<file path="config.mk">
export PLATFORM = sky130hd
export DESIGN_NAME = rtc_calendar_bcd
export DESIGN_NICKNAME = d
export VERILOG_FILES = /design/src/rtl/rtc_cal_pkg.sv /design/src/rtl/rtc_days_in_month.sv /design/src/rtl/rtc_calendar_bcd.sv
export SDC_FILE = /design/constraint.sdc
export NUM_CORES = 1
export LEC_CHECK = 0
export CORE_MARGIN = 3
export CORE_UTILIZATION = 45
export CTS_CLUSTER_DIAMETER = 50
export DETAILED_ROUTE_END_ITERATION = 8
export GPL_ROUTABILITY_DRIVEN = 0
export GPL_TIMING_DRIVEN = 0
export PLACE_DENSITY_LB_ADDON = 0.15
export SYNTH_ARGS = -nofsm -noshare
export SYNTH_HDL_FRONTEND = slang
export SYNTH_SLANG_ARGS = --single-unit
</file>
<file path="constraint.sdc">
create_clock -name d_clk -period 3.1 [get_ports d_clk]
set_input_delay 0.62 -clock d_clk [delete_from_list [all_inputs] [get_ports d_clk]]
set_output_delay 0.62 -clock d_clk [all_outputs]
set_load 0.01 [all_outputs]
</file>
<file path="src/rtl/rtc_cal_pkg.sv">
// Shared types, BCD constants and digit helpers for the BCD calendar.
// Pure package: no state, no latency, no flow control.
package rtc_cal_pkg;

   typedef enum logic [1:0] {IDLE, CHECK, WAIT_DROP} load_state_t;

   localparam logic [7:0] M_JAN = 8'h01;
   localparam logic [7:0] M_FEB = 8'h02;
   localparam logic [7:0] M_MAR = 8'h03;
   localparam logic [7:0] M_APR = 8'h04;
   localparam logic [7:0] M_MAY = 8'h05;
   localparam logic [7:0] M_JUN = 8'h06;
   localparam logic [7:0] M_JUL = 8'h07;
   localparam logic [7:0] M_AUG = 8'h08;
   localparam logic [7:0] M_SEP = 8'h09;
   localparam logic [7:0] M_OCT = 8'h10;
   localparam logic [7:0] M_NOV = 8'h11;
   localparam logic [7:0] M_DEC = 8'h12;

   localparam logic [3:0] WD_MON = 4'd1;
   localparam logic [3:0] WD_TUE = 4'd2;
   localparam logic [3:0] WD_WED = 4'd3;
   localparam logic [3:0] WD_THU = 4'd4;
   localparam logic [3:0] WD_FRI = 4'd5;
   localparam logic [3:0] WD_SAT = 4'd6;
   localparam logic [3:0] WD_SUN = 4'd7;

   // Divisibility by 4 of a two-digit BCD value, read straight off the digits.
   function automatic logic bcd_div4(input logic [7:0] xy);
      if (!xy[4])
         return (xy[3:0] == 4'd0) || (xy[3:0] == 4'd4) || (xy[3:0] == 4'd8);
      return (xy[3:0] == 4'd2) || (xy[3:0] == 4'd6);
   endfunction

   function automatic logic bcd_ok8(input logic [7:0] v);
      return (v[7:4] <= 4'd9) && (v[3:0] <= 4'd9);
   endfunction

   function automatic logic [7:0] bcd_inc8(input logic [7:0] v);
      if (v[3:0] == 4'd9)
         return {v[7:4] + 4'd1, 4'd0};
      return v + 8'd1;
   endfunction

   function automatic logic [15:0] bcd_inc16(input logic [15:0] v);
      logic [15:0] r;
      logic        c;
      r = v;
      c = 1'b1;
      for (int i = 0; i < 4; i++) begin
         if (c) begin
            if (r[i*4 +: 4] == 4'd9) begin
               r[i*4 +: 4] = 4'd0;
            end else begin
               r[i*4 +: 4] = r[i*4 +: 4] + 4'd1;
               c = 1'b0;
            end
         end
      end
      return r;
   endfunction

endpackage

</file>
<file path="src/rtl/rtc_days_in_month.sv">
// Length of a BCD month in BCD days, Gregorian leap rule optional.
// Purely combinational, no flow control.
module rtc_days_in_month
   import rtc_cal_pkg::*;
(
   input  logic [7:0]  month,
   input  logic [15:0] year,
   input  logic        leap_en,
   output logic [7:0]  days
);

   logic leap;

   always_comb begin
      // Century years fall back to the high digits: 2000 is leap, 2100 is not.
      leap = (year[7:0] != 8'h00) ? bcd_div4(year[7:0]) : bcd_div4(year[15:8]);
      days = 8'h31;
      case (month)
         M_JAN, M_MAR, M_MAY, M_JUL, M_AUG, M_OCT, M_DEC: days = 8'h31;
         M_APR, M_JUN, M_SEP, M_NOV:                      days = 8'h30;
         M_FEB:  days = (leap_en && leap) ? 8'h29 : 8'h28;
         default: days = 8'h31;
      endcase
   end

endmodule

</file>
<file path="src/rtl/rtc_calendar_bcd.sv">
// BCD calendar advanced by day_tick (latency 1); loads via set_req held until set_ack.
// A valid load applied in CHECK wins over a coincident day_tick, which is dropped.
module rtc_calendar_bcd
   import rtc_cal_pkg::*;
#(
   parameter logic [15:0] YEAR_MIN      = 16'h2000,
   parameter logic [15:0] YEAR_MAX      = 16'h2099,
   parameter logic [3:0]  RESET_WEEKDAY = 4'd6,
   parameter bit          LEAP_EN       = 1'b1
) (
   input  logic        d_clk,
   input  logic        rst,
   input  logic        day_tick,
   input  logic        set_req,
   input  logic [7:0]  set_day,
   input  logic [7:0]  set_month,
   input  logic [15:0] set_year,
   input  logic [3:0]  set_weekday,
   output logic        set_ack,
   output logic        set_err,
   output logic [7:0]  real_day,
   output logic [7:0]  real_month,
   output logic [15:0] real_year,
   output logic [3:0]  real_weekday,
   output logic [35:0] full_cal,
   output logic        month_end,
   output logic        year_wrap
);

   load_state_t state;
   logic [7:0]  sh_day;
   logic [7:0]  sh_month;
   logic [15:0] sh_year;
   logic [3:0]  sh_weekday;
   logic [7:0]  live_dim;
   logic [7:0]  set_dim;
   logic        set_valid;

   rtc_days_in_month u_dim_live (
      .month   (real_month),
      .year    (real_year),
      .leap_en (LEAP_EN),
      .days    (live_dim)
   );

   rtc_days_in_month u_dim_set (
      .month   (sh_month),
      .year    (sh_year),
      .leap_en (LEAP_EN),
      .days    (set_dim)
   );

   // With every nibble a decimal digit, unsigned compares order BCD values correctly.
   always_comb begin
      set_valid = bcd_ok8(sh_day) && bcd_ok8(sh_month)
               && bcd_ok8(sh_year[15:8]) && bcd_ok8(sh_year[7:0])
               && (sh_month >= M_JAN) && (sh_month <= M_DEC)
               && (sh_day != 8'h00) && (sh_day <= set_dim)
               && (sh_weekday >= WD_MON) && (sh_weekday <= WD_SUN)
               && (sh_year >= YEAR_MIN) && (sh_year <= YEAR_MAX);
   end

   assign full_cal = {real_day, real_weekday, real_month, real_year};

   always_ff @(posedge d_clk) begin
      if (rst) begin
         state        <= IDLE;
         sh_day       <= 8'h01;
         sh_month     <= M_JAN;
         sh_year      <= YEAR_MIN;
         sh_weekday   <= RESET_WEEKDAY;
         real_day     <= 8'h01;
         real_month   <= M_JAN;
         real_year    <= YEAR_MIN;
         real_weekday <= RESET_WEEKDAY;
         set_ack      <= 1'b0;
         set_err      <= 1'b0;
         month_end    <= 1'b0;
         year_wrap    <= 1'b0;
      end else begin
         set_ack   <= 1'b0;
         set_err   <= 1'b0;
         month_end <= 1'b0;
         year_wrap <= 1'b0;

         case (state)
            IDLE: begin
               if (set_req) begin
                  sh_day     <= set_day;
                  sh_month   <= set_month;
                  sh_year    <= set_year;
                  sh_weekday <= set_weekday;
                  state      <= CHECK;
               end
            end
            CHECK: begin
               set_ack <= 1'b1;
               set_err <= !set_valid;
               state   <= WAIT_DROP;
            end
            WAIT_DROP: begin
               if (!set_req)
                  state <= IDLE;
            end
            default: state <= IDLE;
         endcase

         if ((state == CHECK) && set_valid) begin
            real_day     <= sh_day;
            real_month   <= sh_month;
            real_year    <= sh_year;
            real_weekday <= sh_weekday;
         end else if (day_tick) begin
            real_weekday <= (real_weekday == WD_SUN) ? WD_MON : real_weekday + 4'd1;
            if (real_day == live_dim) begin
               real_day  <= 8'h01;
               month_end <= 1'b1;
               if (real_month == M_DEC) begin
                  real_month <= M_JAN;
                  if (real_year == YEAR_MAX) begin
                     real_year <= YEAR_MIN;
                     year_wrap <= 1'b1;
                  end else begin
                     real_year <= bcd_inc16(real_year);
                  end
               end else begin
                  real_month <= bcd_inc8(real_month);
               end
            end else begin
               real_day <= bcd_inc8(real_day);
            end
         end
      end
   end

endmodule

</file>
# After elaboration in Yosys (flattened, before gate mapping)
# Cells that the tools add are included.
# W data, S select, Z words.
op_classes:
  n_addsub: 9
  n_lt_le_gt_ge: 15
  n_eq_ne: 40
  n_mux: 76
  bitwise: 4
  reduce_logical: 55
op_table:
  columns: ["cell", "n"]
  rows:
  - ["$mux W8", 11]
  - ["$mux W16", 5]
  - ["$mux W1", 45]
  - ["$eq A4 B4 Y1 const B", 10]
  - ["$mux W4", 10]
  - ["$eq A4 B3 Y1 const B", 9]
  - ["$eq A8 B3 Y1 const B", 4]
  - ["$le A4 B4 Y1 const B", 8]
  - ["$pmux W8 S2", 2]
  - ["$add A4 B1 Y4 const B", 7]
  - ["$eq A8 B5 Y1 const B", 3]
  - ["$reduce_bool A8 Y1", 3]
  - ["$add A8 B1 Y8 const B", 2]
  - ["$eq A16 B14 Y1 const B", 1]
  - ["$eq A4 B2 Y1 const B", 4]
  - ["$eq A8 B2 Y1 const B", 2]
  - ["$eq A8 B4 Y1 const B", 2]
  - ["$ge A16 B14 Y1 const B", 1]
  - ["$le A16 B14 Y1 const B", 1]
  - ["$logic_and A1 B1 Y1", 16]
  - ["$logic_not A4 Y1", 4]
  - ["$logic_or A1 B1 Y1", 12]
  - ["$reduce_and A4 Y1", 3]
  - ["$reduce_bool A3 Y1", 3]
  - ["other kinds (21)", 31]
word_totals:
  ff_bits: 78
  inputBits: 40
  output_inout_bits: 76
  word_cells: 215

# Longest topological paths before layout
logic_depth:
  depth_word: 36
  depth_mapped: 14
  ltp_nobuf: 12

# Modules after synthesis
# From an unflattened synthesis, not the netlist that was laid out.
unflattened:
  cells_unflattened: 607
  hier_area_um2: 4804.6
by_module_without_submodules:
  columns: ["module", "n_inst", "cells_per_inst", "area_each_um2", "seq_area_each_um2"]
  rows:
  - ["rtc_calendar_bcd", 1, 553, 4406.7, 1561.5]
  - ["rtc_days_in_month", 2, 27, 198.9, 0.0]

# Worst setup path after synthesis
# No wires, ideal clock.
synth_path:
  path_kind: "register -> register"
  start: "register sh_month[5]"
  end: "register real_day[7]"
  setup_time_ps: 115
  arrival_ps: 3015
  required_ps: 2985
  path_slack_ps: -30
  path_stages_with_launch: 14
  n_path_buf: 1
  period_less_slack_ps: 3130
  path_cell_list: "dfxtp_1 or3_1 nor4_1 and3b_1 inv_1 ha_1 o21ai_0 a31oi_1 o211a_1 or4_1 buf_2 a2111oi_4 xnor2_1 nor2_1"
synth_between:
  elab_chain_len: 15
  word_cells_on_any_way: 26
  classes_between: "4 x order compare; 5 x eq/ne; 2 x mux; 15 x reduce/logical"
synth_rtl:
  columns: ["item", "line", "text"]
  rows:
  - ["from (decl)", "rtc_calendar_bcd.sv:32", "logic [7:0] sh_month;"]
  - ["from (signal assigned)", "rtc_calendar_bcd.sv:90", "sh_month <= set_month;"]
  - ["parallel branches: the longest is 8 deep, another holds $le A8 B8 Y1", null, null]
  - ["$logic_and A1 B1 Y1 (*)", "rtc_calendar_bcd.sv:58", "&& (sh_day != 8'h00) && (sh_day <= set_dim)"]
  - ["$logic_and A1 B1 Y1 (*) (2 in series)", "rtc_calendar_bcd.sv:59", "&& (sh_weekday >= WD_MON) && (sh_weekday <= WD_SUN)"]
  - ["$logic_and A1 B1 Y1 (*) (2 in series)", "rtc_calendar_bcd.sv:60", "&& (sh_year >= YEAR_MIN) && (sh_year <= YEAR_MAX);"]
  - ["$logic_and A1 B1 Y1 (*)", "rtc_calendar_bcd.sv:108", "if ((state == CHECK) && set_valid) begin"]
  - ["$mux W8 / $reduce_bool A2 Y1 (equally long branches)", null, null]
  - ["to (signal assigned)", "rtc_calendar_bcd.sv:109", "real_day <= sh_day;"]
  - ["to (signal assigned)", "rtc_calendar_bcd.sv:130", "real_day <= bcd_inc8(real_day);"]
  - ["to (decl)", "rtc_calendar_bcd.sv:21", "output logic [7:0] real_day,"]
# Mark *: on every way between the ends.
# A chain may end at the register's enable or synchronous reset.

# Final worst setup path
layout_path:
  start: "register sh_month[6]"
  end: "register real_day[7]"
# Same word-level chain as after synthesis.

==> impl_results.md <==
- Cells after synthesis: 601
- Outcome: finished, final reports clean
- Synth Warn #: 0
- Pwr dens: 371 nW/um^2
- Number of global-route vias before repair: 4468
- Number of remaining DRC errors: 0
- Worst Reg-to-Reg Cells: 14
- Worst stage delay on the critical path: 0.62 ns
- Num CTS Buffers: 9
- Total clock sinks: 78
- Final ANT Viol Nets: 0
- Max-slew violations: 0
- R2R Path Start: sh_month[6]
- Min cycle time layout: 3.02 ns
- Yosys top cell by area: dfxtp_1
- Seq/Total Area, Yosys: 33.7%
- Hold path depth: 2
- RSZ-0062 raised after global routing: yes
- CP max stage cell: or4_4
- Synth cell types: 64
- Routed wire length: 13.4 mm
- Gr usage total: 23.0%
- First-pass GRT wire length: 21.4 mm
- Post-synth net total: approximately 650
- CTS root buffer: clkbuf_8
- R2r setup slk: 0.08 ns
- Synth area leaders: dfxtp_1 34%, nand2_1 8.6%, a21oi_1 6.8%, buf_4 6.0%, nor2_1 2.9%
- Crit-path cells: or3_4 > nor4_4 > buf_4 > buf_4 > buf_4 > buf_4 > buf_4 > buf_4 > buf_4 > a211o_1 > or4_4 > a2111oi_4 > xnor2_1 > nor2_1
- Vias: 4835
- Finished Cell Area: 6390 sq um
- Initial antenna violation count: 0
- Drt initial violations: 251
- Core ar.: 9910 sq um
- Via-to-Cell Ratio: 5.53
- Die X: 107 microns
- Port buffer count: 114
- Worst Hold Class: reg -> reg
- CP bufs+invs: 7
- Setup crit end: real_day[7]
- CTS tree: yes
- Leakage: 2.48 nW
- Crit path required time: ~3.4 ns
- Clock skew: 0.0110 ns
- WP depth: 14
- GRT Residual Overflow: 0
- Worst-path clk slew: approximately 0.090 ns
- Slew margin rel.: 48.3%
- Worst setup EP type: register
- Drt first pass iters: 5
- Nets: 785
- Fmax: 331 MHz
- EDFF count, synth: 0
- CTS Hold Buffers Added: 0
- Crit Path Class: reg -> reg
- Yosys top cell area share: 33.7%
- Most used cell, CP: buf_4
- Ratio of cells with drive above 1 in the final layout: 15.2%
- Crit start category: register
- Seq cells post-synth: 78
- Die area: about 12000 sq um
- DP Area: 5950 sq um
- Dpl hpwl: 9.79 mm
- FF-to-FF End: real_day[7]
- Final hold viol count: 0
- Pin count of the biggest net entering global routing: 15
- # rows: 36
- Power Total: 2.37 mW
- Chip Height: 107 microns
- Mapped Area: 4630 sq um
- Diode count: 0
- Kind of cell adding the most delay to the critical path: simple AND/OR/NAND/NOR gates
- Slew @ Worst Pin: 0.771 ns
- Initial Utilization: 46.7%
- Fraction of registers with async set/reset: 0%
- Clock Path Buffers: 2
- Max-cap check violation count: 0
- Critical path origin: sh_month[6]
- Final Cycle Share: approximately 97%
- Most used DFF post-synth: dfxtp_1
- Worst vdd ir: 0.256 mV
- Worst skew pair latency: 0.38 ns
- Worst-path maximum fanout: 6
- Htree depth: 3
- Syn-to-layout area delta: 38.0%
- Avg WL per Cell: 15.3 microns
- Worst EP arrival: 3.29 ns
- # IOs: 116
- Avg Cell Area, Syn: 7.71 sq um
- Final setup violation count: 0
==> what timing repair did <==
action | CTS | global route
resized for setup | 30 | 11
pin swaps | 9 | 5
setup endpoints to repair | 37 | 37
buffers inserted | 11 | 2
==> cells by family (layout without fill, tap and decap cells) <==
logic type / count (synthesis) / in the layout / synth area share (%)
XOR/XNOR: 13 / 13 / 2.46
AO/OA/AOI/OAI: 156 / 156 / 21.6
adder cells (fa/ha/maj): 8 / 8 / 2.16
AND/OR/NAND/NOR: 253 / 253 / 28.1
buffers and inverters: 86 / 227 / 10.5
flip-flops: 78 / 78 / 33.7
multiplexers: 7 / 7 / 1.51
==> per-layer routing <==
layer	track usage, %	vias to the layer above	share of wire, %
met5	0	-	0
met4	12.6	0	3.5
met3	3.72	44	6.0
met2	38.2	178	47
met1	28.4	2220	44
li1	-	2393	-
==> stage by stage <==
stage | setup TNS [ns] | worst slack [ns] | cells | utilization (%) | hold slack, ns
after floorplan | 0 | 0.0193 | 601 | - | 0.431
after detailed placement | -18.85 | -0.812 | 848 | 60.0 | 0.451
final | 0 | 0.0800 | 875 | 64.5 | 0.470
after global placement | -15.23 | -0.697 | 848 | 60.0 | 0.443
after CTS | -0.480 | -0.0820 | 874 | 64.1 | 0.465
after global routing | -0.0240 | -0.0240 | 875 | 64.5 | 0.479
==> area by class of cell <==
class,instances,area (sq um)
buffer,67,430
clock buffer,10,138
clock inverter,6,68.8
fill,872,3520
inverter,17,63.8
multi-input combinational,437,2720
sequential,78,1570
tap,133,166
timing repair buffer,127,1240
==> worst register-to-register path: stages (launching register included) <==
cell	delay, ns
dfxtp_1	0.37
or3_4	0.16
nor4_4	0.04
buf_4	0.13
buf_4	0.13
buf_4	0.12
buf_4	0.12
buf_4	0.12
buf_4	0.12
buf_4	0.12
a211o_1	0.32
or4_4	0.63
a2111oi_4	0.34
xnor2_1	0.15
nor2_1	0.05
==> cell usage after synthesis, types with 2 or more instances <==
cell type / count
clkbuf_1: 24
buf_2: 5
nand4_1: 11
o22ai_1: 3
dfxtp_1: 78
nand3b_1: 10
o211ai_1: 4
a2111oi_0: 2
a22o_1: 2
nor2b_1: 8
nor3_1: 10
xnor2_1: 8
a211oi_1: 7
a31oi_1: 7
o2111ai_1: 4
and4_1: 3
mux2i_1: 7
nand3_1: 14
or4_1: 7
a21boi_0: 3
nor2_1: 36
nand2_1: 106
nor4_1: 8
buf_6: 2
nand4b_1: 3
or3_1: 10
o211a_1: 3
o21ai_0: 26
a211o_1: 7
o21bai_1: 4
a32oi_1: 2
o31ai_1: 5
and3_1: 3
a21o_1: 3
nand2b_1: 4
buf_4: 37
and3b_1: 3
a21oi_1: 63
ha_1: 8
xor2_1: 5
and2_1: 3
nor3b_1: 5
inv_1: 17
==> how the worst min path moves through the flow <==
stage | start | to | slack (ns)
3_5_place_dp | sh_month[5] | sh_month[5] | 0.45
4_1_cts | sh_month[7] | sh_month[7] | 0.46
6_report | sh_month[7] | sh_month[7] | 0.47
5_1_grt | sh_day[6] | sh_day[6] | 0.48
2_1_floorplan | sh_month[7] | sh_month[7] | 0.43
3_3_place_gp | sh_month[6] | sh_month[6] | 0.44
==> placed cells by master, fill, tap and decap left out, types with 5 or more instances in the layout <==
master             n
mux2i_1            7
nand4_1           11
a211o_1            7
xnor2_1            8
or4_1              6
clkbuf_8          10
a211oi_1           7
nor2_1            32
ha_1               6
clkdlybuf4s50_1  114
buf_4             49
buf_6              5
o21ai_0           25
nand3b_1          10
a21oi_1           61
a31oi_1            6
nor4_1             6
nand2_1          106
or3_1              9
xor2_1             5
nor3_1             9
inv_1             16
nand3_1           14
clkbuf_1          20
nor2b_1            8
dfxtp_1           74
==> power breakdown <==
group	switching (mW)	internal, mW
sequential	0.0623	1.05
combinational	0.219	0.224
clock	0.418	0.400
==> sequential cells by signal, summed over array words and instances, names as in the netlist, 2 cells and up <==
signal and flops:
sh_weekday 4, real_month 8, real_weekday 4, state 2
real_year 16, real_day 8, sh_month 8, sh_day 8
sh_year 16
No activity file was read; power rests on OpenSTA's default activity.
